**src/rtl/alu_exec_unit_if.sv**
```systemverilog
// Valid/ready request and response bundle between the execute-stage issuer
// and alu_exec_unit.
interface alu_exec_unit_if #(parameter int WIDTH = 32);
    logic             in_valid;
    logic             in_ready;
    logic [3:0]       alu_control;
    logic [WIDTH-1:0] op_a;
    logic [WIDTH-1:0] op_b;
    logic             out_valid;
    logic             out_ready;
    logic [WIDTH-1:0] result;
    logic             zero;

    modport master (
        output in_valid, alu_control, op_a, op_b, out_ready,
        input  in_ready, out_valid, result, zero
    );

    modport slave (
        input  in_valid, alu_control, op_a, op_b, out_ready,
        output in_ready, out_valid, result, zero
    );
endinterface

```
**src/rtl/alu_exec_unit.sv**
```systemverilog
// Multi-cycle ALU: logic/arith/compare finish in one cycle, shifts iterate one
// bit per cycle. Result and zero are registered and held until handshake.
module alu_exec_unit #(
    parameter int WIDTH = 32
) (
    input logic            clk,
    input logic            rst_n,
    alu_exec_unit_if.slave bus
);
    localparam int SW = $clog2(WIDTH);

    localparam logic [3:0] OP_AND  = 4'b0000;
    localparam logic [3:0] OP_OR   = 4'b0001;
    localparam logic [3:0] OP_ADD  = 4'b0010;
    localparam logic [3:0] OP_XOR  = 4'b0011;
    localparam logic [3:0] OP_SLL  = 4'b0100;
    localparam logic [3:0] OP_SRL  = 4'b0101;
    localparam logic [3:0] OP_SUB  = 4'b0110;
    localparam logic [3:0] OP_SRA  = 4'b0111;
    localparam logic [3:0] OP_SLT  = 4'b1000;
    localparam logic [3:0] OP_SLTU = 4'b1001;

    typedef enum logic [1:0] {IDLE, SHIFT, DONE} state_t;

    state_t           state_q, state_d;
    logic [3:0]       ctrl_q, ctrl_d;
    logic [WIDTH-1:0] acc_q, acc_d;
    logic [SW-1:0]    cnt_q, cnt_d;
    logic [WIDTH-1:0] result_q, result_d;
    logic             zero_q, zero_d;

    logic             accept;
    logic             is_shift;
    logic             start_shift;
    logic [SW-1:0]    amount;
    logic [WIDTH-1:0] quick_res;
    logic [WIDTH-1:0] acc_shifted;

    assign accept      = bus.in_valid && (state_q == IDLE);
    assign amount      = bus.op_b[SW-1:0];
    assign is_shift    = (bus.alu_control == OP_SLL) || (bus.alu_control == OP_SRL) ||
                         (bus.alu_control == OP_SRA);
    assign start_shift = is_shift && (amount != '0);

    // Shift codes fall through to op_a so a zero-amount shift completes here.
    always_comb begin
        quick_res = '0;
        case (bus.alu_control)
            OP_AND:  quick_res = bus.op_a & bus.op_b;
            OP_OR:   quick_res = bus.op_a | bus.op_b;
            OP_ADD:  quick_res = bus.op_a + bus.op_b;
            OP_XOR:  quick_res = bus.op_a ^ bus.op_b;
            OP_SUB:  quick_res = bus.op_a - bus.op_b;
            OP_SLT:  quick_res = {{(WIDTH-1){1'b0}}, $signed(bus.op_a) < $signed(bus.op_b)};
            OP_SLTU: quick_res = {{(WIDTH-1){1'b0}}, bus.op_a < bus.op_b};
            OP_SLL, OP_SRL, OP_SRA: quick_res = bus.op_a;
            default: quick_res = '0;
        endcase
    end

    always_comb begin
        acc_shifted = acc_q;
        case (ctrl_q)
            OP_SLL:  acc_shifted = {acc_q[WIDTH-2:0], 1'b0};
            OP_SRL:  acc_shifted = {1'b0, acc_q[WIDTH-1:1]};
            default: acc_shifted = {acc_q[WIDTH-1], acc_q[WIDTH-1:1]};
        endcase
    end

    always_ff @(posedge clk or negedge rst_n) begin
        if (!rst_n) begin
            state_q <= IDLE;
        end else begin
            state_q <= state_d;
        end
    end

    always_comb begin
        state_d = state_q;
        case (state_q)
            IDLE:    if (accept) state_d = start_shift ? SHIFT : DONE;
            SHIFT:   if (cnt_q == SW'(1)) state_d = DONE;
            DONE:    if (bus.out_ready) state_d = IDLE;
            default: state_d = IDLE;
        endcase
    end

    always_comb begin
        bus.in_ready  = (state_q == IDLE);
        bus.out_valid = (state_q == DONE);
    end

    assign bus.result = result_q;
    assign bus.zero   = zero_q;

    // The counter is checked before decrement, so the last shift and the
    // result write land on the same edge as the move to DONE.
    always_comb begin
        ctrl_d   = ctrl_q;
        acc_d    = acc_q;
        cnt_d    = cnt_q;
        result_d = result_q;
        zero_d   = zero_q;
        case (state_q)
            IDLE: begin
                if (accept) begin
                    ctrl_d = bus.alu_control;
                    if (start_shift) begin
                        acc_d = bus.op_a;
                        cnt_d = amount;
                    end else begin
                        result_d = quick_res;
                        zero_d   = (quick_res == '0);
                    end
                end
            end
            SHIFT: begin
                acc_d = acc_shifted;
                cnt_d = cnt_q - SW'(1);
                if (cnt_q == SW'(1)) begin
                    result_d = acc_shifted;
                    zero_d   = (acc_shifted == '0);
                end
            end
            default: ;
        endcase
    end

    always_ff @(posedge clk or negedge rst_n) begin
        if (!rst_n) begin
            ctrl_q   <= '0;
            acc_q    <= '0;
            cnt_q    <= '0;
            result_q <= '0;
            zero_q   <= 1'b1;
        end else begin
            ctrl_q   <= ctrl_d;
            acc_q    <= acc_d;
            cnt_q    <= cnt_d;
            result_q <= result_d;
            zero_q   <= zero_d;
        end
    end
endmodule

```
**src/flat_wrapper.sv**
```systemverilog
// flat-port wrapper written by rule: the top's interface ports become plain ports
module alu_exec_unit_flat 
#(
    parameter int WIDTH = 32
)
  (clk, rst_n, bus_in_valid, bus_alu_control, bus_op_a, bus_op_b, bus_out_ready, bus_in_ready, bus_out_valid, bus_result, bus_zero);
  alu_exec_unit_if #(.WIDTH(WIDTH)) bus_i ();
  input logic clk;
  input logic rst_n;
  input wire logic [$bits(bus_i.in_valid)-1:0] bus_in_valid;
  input wire logic [$bits(bus_i.alu_control)-1:0] bus_alu_control;
  input wire logic [$bits(bus_i.op_a)-1:0] bus_op_a;
  input wire logic [$bits(bus_i.op_b)-1:0] bus_op_b;
  input wire logic [$bits(bus_i.out_ready)-1:0] bus_out_ready;
  output wire logic [$bits(bus_i.in_ready)-1:0] bus_in_ready;
  output wire logic [$bits(bus_i.out_valid)-1:0] bus_out_valid;
  output wire logic [$bits(bus_i.result)-1:0] bus_result;
  output wire logic [$bits(bus_i.zero)-1:0] bus_zero;
  assign bus_i.in_valid = bus_in_valid;
  assign bus_i.alu_control = bus_alu_control;
  assign bus_i.op_a = bus_op_a;
  assign bus_i.op_b = bus_op_b;
  assign bus_i.out_ready = bus_out_ready;
  assign bus_in_ready = bus_i.in_ready;
  assign bus_out_valid = bus_i.out_valid;
  assign bus_result = bus_i.result;
  assign bus_zero = bus_i.zero;
  alu_exec_unit #(.WIDTH(WIDTH)) u_core (.clk(clk), .rst_n(rst_n), .bus(bus_i));
endmodule
```
**config.mk**
```make
export PLATFORM = sky130hd
export DESIGN_NAME = alu_exec_unit_flat
export DESIGN_NICKNAME = d
export VERILOG_FILES = /design/src/rtl/alu_exec_unit_if.sv /design/src/rtl/alu_exec_unit.sv /design/src/flat_wrapper.sv
export SDC_FILE = /design/constraint.sdc
export NUM_CORES = 1
export LEC_CHECK = 0
export CELL_PAD_IN_SITES_DETAIL_PLACEMENT = 0
export CELL_PAD_IN_SITES_GLOBAL_PLACEMENT = 2
export CORE_MARGIN = 2
export CORE_UTILIZATION = 24
export CTS_BUF_LIST = sky130_fd_sc_hd__clkbuf_16
export DETAILED_ROUTE_END_ITERATION = 7
export GPL_ROUTABILITY_DRIVEN = 0
export HOLD_SLACK_MARGIN = 0.03
export PLACE_DENSITY = 0.62
export SYNTH_ARGS = -nofsm -noshare
export SYNTH_HDL_FRONTEND = slang
export SYNTH_SLANG_ARGS = --single-unit
export TNS_END_PERCENT = 5
```
**constraint.sdc**
```tcl
create_clock -name clk -period 5.25 [get_ports clk]
set_input_delay 1.3125 -clock clk [delete_from_list [all_inputs] [get_ports clk]]
set_output_delay 1.3125 -clock clk [all_outputs]
set_load 0.05 [all_outputs]
```
# ---- After elaboration in Yosys (flattened, before gate mapping)
# Index checks and enable logic that the tools add are counted.
# Widths: inputs -> output; s select.
dict set report totals {
  word_cells 69
  input_bits 72
  reg_bits 76
  out_inout_bits 35
}
dict set report op_classes {
  n_reduce_logical 15
  mux 21
  addsub 3
  bitwise_logic 3
  eq_ne 19
  order_cmp 2
}
# operator count
set ops {}
lappend ops {{$pmux 32 s8} 1}
lappend ops {{$pmux 32 s2} 3}
lappend ops {{$mux 32} 5}
lappend ops {{$logic_not 32->1} 2}
lappend ops {{$lt 32x32->1} 2}
lappend ops {{$add 32x32->32} 1}
lappend ops {{$and 32x32->32} 1}
lappend ops {{$or 32x32->32} 1}
lappend ops {{$sub 32x32->32} 1}
lappend ops {{$xor 32x32->32} 1}
lappend ops {{$eq 4x3->1 const B} 6}
lappend ops {{$mux 5} 2}
lappend ops {{$pmux 5 s2} 1}
lappend ops {{$eq 4x2->1 const B} 2}
lappend ops {{$eq 4x4->1 const B} 2}
lappend ops {{$mux 2} 4}
lappend ops {{$ne 2x1->1 const B} 3}
lappend ops {{$pmux 2 s3} 1}
lappend ops {{$reduce_and 3->1} 2}
lappend ops {{$eq 5x1->1 const B} 1}
lappend ops {{$reduce_bool 5->1} 1}
lappend ops {{$sub 5x1->5 const B} 1}
lappend ops {{$eq 4x1->1 const B} 1}
lappend ops {{$logic_not 4->1} 1}
lappend ops {{other kinds (12)} 17}

# ---- Logic depth before layout (Yosys ltp)
dict set report logic_depth {
  depth_word 7
  ltp_mapped 15
  depth_no_buf 15
}

# ---- Worst setup path after synthesis
# OpenSTA, ideal clock, no wires.
dict set report synth_path {
  path_type {input -> register}
  start {input bus_op_a[0]}
  end {register u_core.zero_q, in the netlist u_core.bus.zero}
  slack_ns 0.923
  stages 15
  n_path_buf 0
  arrival_time_ns 4.237
  setup_time_ns 0.091
  required_time_ns 5.159
  path_cell_list {inv_1 ha_1 inv_1 fa_1 nor2b_1 nor2_1 o21ba_2 a211o_1 a221o_1 or4_1 nor4_1 nand4_1 nor4b_2 nand4_1 o31ai_1}
}
dict set report synth_between {
  elab_chain_len 6
  elab_cells_between_ends 12
  classes_between {add/sub (2); order compare (2); mux (4); bitwise (3); reduce/logical (1)}
}
# element line
set synth_lines {}
lappend synth_lines {{start: declaration} flat_wrapper.sv:12} ;# input wire logic [$bits(bus_i.op_a)-1:0] bus_op_a;
lappend synth_lines {{$sub 32x32->32, or another cell as far along} alu_exec_unit.sv:53} ;# OP_SUB: quick_res = bus.op_a - bus.op_b;
lappend synth_lines {{$pmux 32 s8 (*)} alu_exec_unit.sv:48} ;# case (bus.alu_control)
lappend synth_lines {{$logic_not 32->1 (*)} alu_exec_unit.sv:113} ;# zero_d = (quick_res == '0);
lappend synth_lines {{$mux 1 (*)} alu_exec_unit.sv:108} ;# if (start_shift) begin
lappend synth_lines {{$mux 1 (*)} alu_exec_unit.sv:106} ;# if (accept) begin
lappend synth_lines {{$pmux 1 s2 (*)} alu_exec_unit.sv:104} ;# case (state_q)
lappend synth_lines {{end signal: assignment} alu_exec_unit.sv:141} ;# zero_q <= zero_d;
lappend synth_lines {{end: declaration} alu_exec_unit.sv:30} ;# logic zero_q, zero_d;
# Every way passes the cells marked *; elsewhere a longest branch is shown, timed or not. The select of a mux whose other input is x is not followed.
# A chain may end at the register's enable or synchronous reset.

# ---- Worst setup path in the final report
dict set report layout_path {
  start {input bus_op_a[2]}
  end {register u_core.result_q[27], in the netlist u_core.bus.result[27]}
}
dict set report layout_between {
  elab_chain_len 5
  elab_cells_between_ends 6
  classes_between {add/sub (2); mux (4)}
}
# element line
set layout_lines {}
lappend layout_lines {{$sub 32x32->32 or $add 32x32->32 (tied branches)} {alu_exec_unit.sv:53, alu_exec_unit.sv:51}}
lappend layout_lines {{$pmux 32 s8 (*)} alu_exec_unit.sv:48}
lappend layout_lines {{$mux 32 (*)} alu_exec_unit.sv:108}
lappend layout_lines {{$mux 32 (*)} alu_exec_unit.sv:106}
lappend layout_lines {{$pmux 32 s2 (*)} alu_exec_unit.sv:104}
lappend layout_lines {{end signal: assignment} alu_exec_unit.sv:140} ;# result_q <= result_d;
lappend layout_lines {{end: declaration} alu_exec_unit.sv:29} ;# logic [WIDTH-1:0] result_q, result_d;
# Marked as above.

==> reports/results.ini <==
[detailed_routing]
vias_per_cell=5.296
drt-initial-drc-count=895
drt_first_pass_iters=8
drcViolationCount=0
wl_microns=46870
wl_per_cell_microns=22.12
drtAntennaViolNets=0
via_count=11220

[floorplan]
initial_core_util_pct=24.32
rows=73
core_area_sq_um=39730
die-area_sq_um=41880
io_pins=107
die_w_microns=204.6
die_height_microns=204.6

[synthesis]
synth.most_common_cell=nand2_1
netlist_top_cells_area=dfrtp_1, ha_1, o21ai_0, nand2_1, a21oi_1
syn_area_sq_um=9662
yosysUniqueCellTypes=85
synth_nets=1552
synth_area_per_cell_sq_um=7.017
ys_warn_count=0
netlist.top_cell.by_area=dfrtp_1
synth_edf_count=0
seq_area_frac_synth_pct=19.70
synth.top_cell.area_share_pct=19.43
synthTopCellsByCount=nand2_1, o21ai_0, nor2_1
synth_ff_type=dfrtp_1
synth_cells=1377
synth_async_sr_flop_share_pct=100.0
synth-seq-cells=76

[clock_network]
clockBufferDepth=2
cts_buffers=9
clk-insertion-delay-late_ns=0.35
cts_max_level=3
root_buffer=clkbuf_16
cts_tree=yes
hold_buffers=0
cts_num_sinks=76
clk_pin_slew_ns=0.06

[placed_design]
placed_cells=2103
dpl-instance-area_sq_um=12500
portBuffers=106
dpl.hpwl_microns=37090
dp_slack_ns=-0.3919

[worst_setup_path]
path_class=in2reg
critPathRequiredTime_ns=5.52
arrival_ns=5.29
cp_max_fo=7
startpoint_type=input port
endpoint_kind=register

[cells_and_area]
nNetsFinal=1765
syn2layout_area_growth_pct=33.13
fillers=4353
diodes=0
drive_gt1_share_pct=15.62
stdcell_area_sq_um=12860
final_cells=2119

[hold_path]
hold_path.class=reg2reg

[power_and_ir_drop]
power.leakage_nw=5.775
power_density_nw_per_um2=321.2
ir_drop_mv=0.1990

[sta]
slew_violations=0
setup_viol=0
rsz0062_at_grt=no
setup_slack_ns=0.2257
fin_crit_sh_pct=95.70
worst_pin_slew_ns=1.035
slew_headroom_pct=31.02
hold_viol_final=0
fin_skew_ns=0.007161
fmax_ghz=0.1990
whs_ns=0.4728
layout_min_cycle_time_ns=5.024

[global_routing]
grt_pass1_vias=10910
grt_max_degree=82
overflow=0
grt_pass1_wl_microns=70730
grtUsageTotal_pct=22.26
antenna_found_initial=1

[flow_run]
cap_violations=0

[run_status]
status=complete, no violations

flip-flops by register name, indices dropped and copies added, names as in the netlist:
register,cells
u_core.cnt_q,5
u_core.bus.result,32
u_core.state_q,2
u_core.bus.zero,1
u_core.ctrl_q,4
u_core.acc_q,32
path summary, 6_finish.rpt:
kind	to	start	slack, ns	depth (start not counted)
worst max-delay path	u_core.bus.result[27]	bus_op_a[2]	0.23	15
max in group asynchronous	u_core.acc_q[27]	rst_n	3.40	2
worst min register to register	u_core.bus.result[8]	u_core.bus.result[8]	0.47	1
min in group asynchronous	u_core.bus.result[9]	rst_n	1.04	1
worst min-delay path	u_core.bus.result[8]	u_core.bus.result[8]	0.47	1
worst max register to register	u_core.bus.zero	u_core.cnt_q[0]	2.23	11
where the power goes:
group / switching (mW) / internal, mW / leakage, nW
Sequential: 0.243 / 0.849 / 0.950
Combinational: 1.50 / 0.869 / 4.68
Clock: 0.256 / 0.410 / 0.146
repair_timing:
| item | CTS | global route |
|---|---|---|
| endpoints found under the setup margin | 1 | 4 |
| gates resized for setup | 1 | 10 |
| pin swaps | 0 | 3 |
| setup buffers | 0 | 1 |
| cloned | 0 | 0 |
per-layer routing:
layer | track usage (%) | vias to the layer above | wire, microns
met5 | 0 | - | 0
met4 | 5.124 | 0 | 898
met3 | 1.527 | 48 | 2265
met2 | 34.24 | 345 | 20250
met1 | 33.50 | 5448 | 23450
li1 | - | 5382 | -
layout by cell type, fill, tap and decap left out, types with 14 or more instances in the layout:
master / instances
clkdlybuf4s50_1: 103
nand2_1: 195
o31ai_1: 16
a21o_1: 16
nor4_1: 19
a21oi_1: 86
and2_1: 16
ha_1: 101
inv_1: 106
nand4_1: 16
buf_4: 186
nor2_1: 108
a221oi_1: 22
nand3_1: 48
dfrtp_1: 75
a211oi_1: 14
o21ai_0: 151
o211ai_1: 18
nor3_1: 22
cell families after synthesis:
| kind of cell | synth area share [%] |
|---|---|
| flops | 19.70 |
| mux | 1.437 |
| fa+ha+maj | 13.49 |
| xor+xnor | 0.6346 |
| simple gates | 24.62 |
| buf+inv | 7.977 |
| compound gates | 32.14 |
worst max-delay path, cell delays in order:
cell and delay (ns):
clkdlybuf4s50_1 0.54, inv_1 0.07, ha_1 0.43, o211ai_2 0.18, o211ai_2 0.30, a21oi_1 0.18, o21ba_2 0.26, o221a_1 0.23
or3b_1 0.42, a2111o_1 0.45, buf_4 0.16, or3_1 0.35, nand3_1 0.17, o21ai_1 0.08, o21ai_1 0.14
metrics by stage:
stage	util, %	power (mW)	TNS [ns]
global placement	31.45	3.461	-0.5134
finish	32.37	4.131	0
CTS	32.23	4.149	0
detailed placement	31.45	3.468	-0.5337
global route	32.37	4.441	0
floorplan	-	2.478	0
layout make-up:
class                      instances  area, sq um  share of cell area (%)
clock inverter                     6        80.08                  0.6226
multi-input combinational       1100         7059                   54.88
timing repair buffer             295         2532                   19.69
sequential                        76         1903                   14.80
tap                              525        656.9                   5.107
clock buffer                       9        225.2                   1.751
inverter                         108        405.4                   3.152
Note: power is estimated with default switching activity, not from simulation.
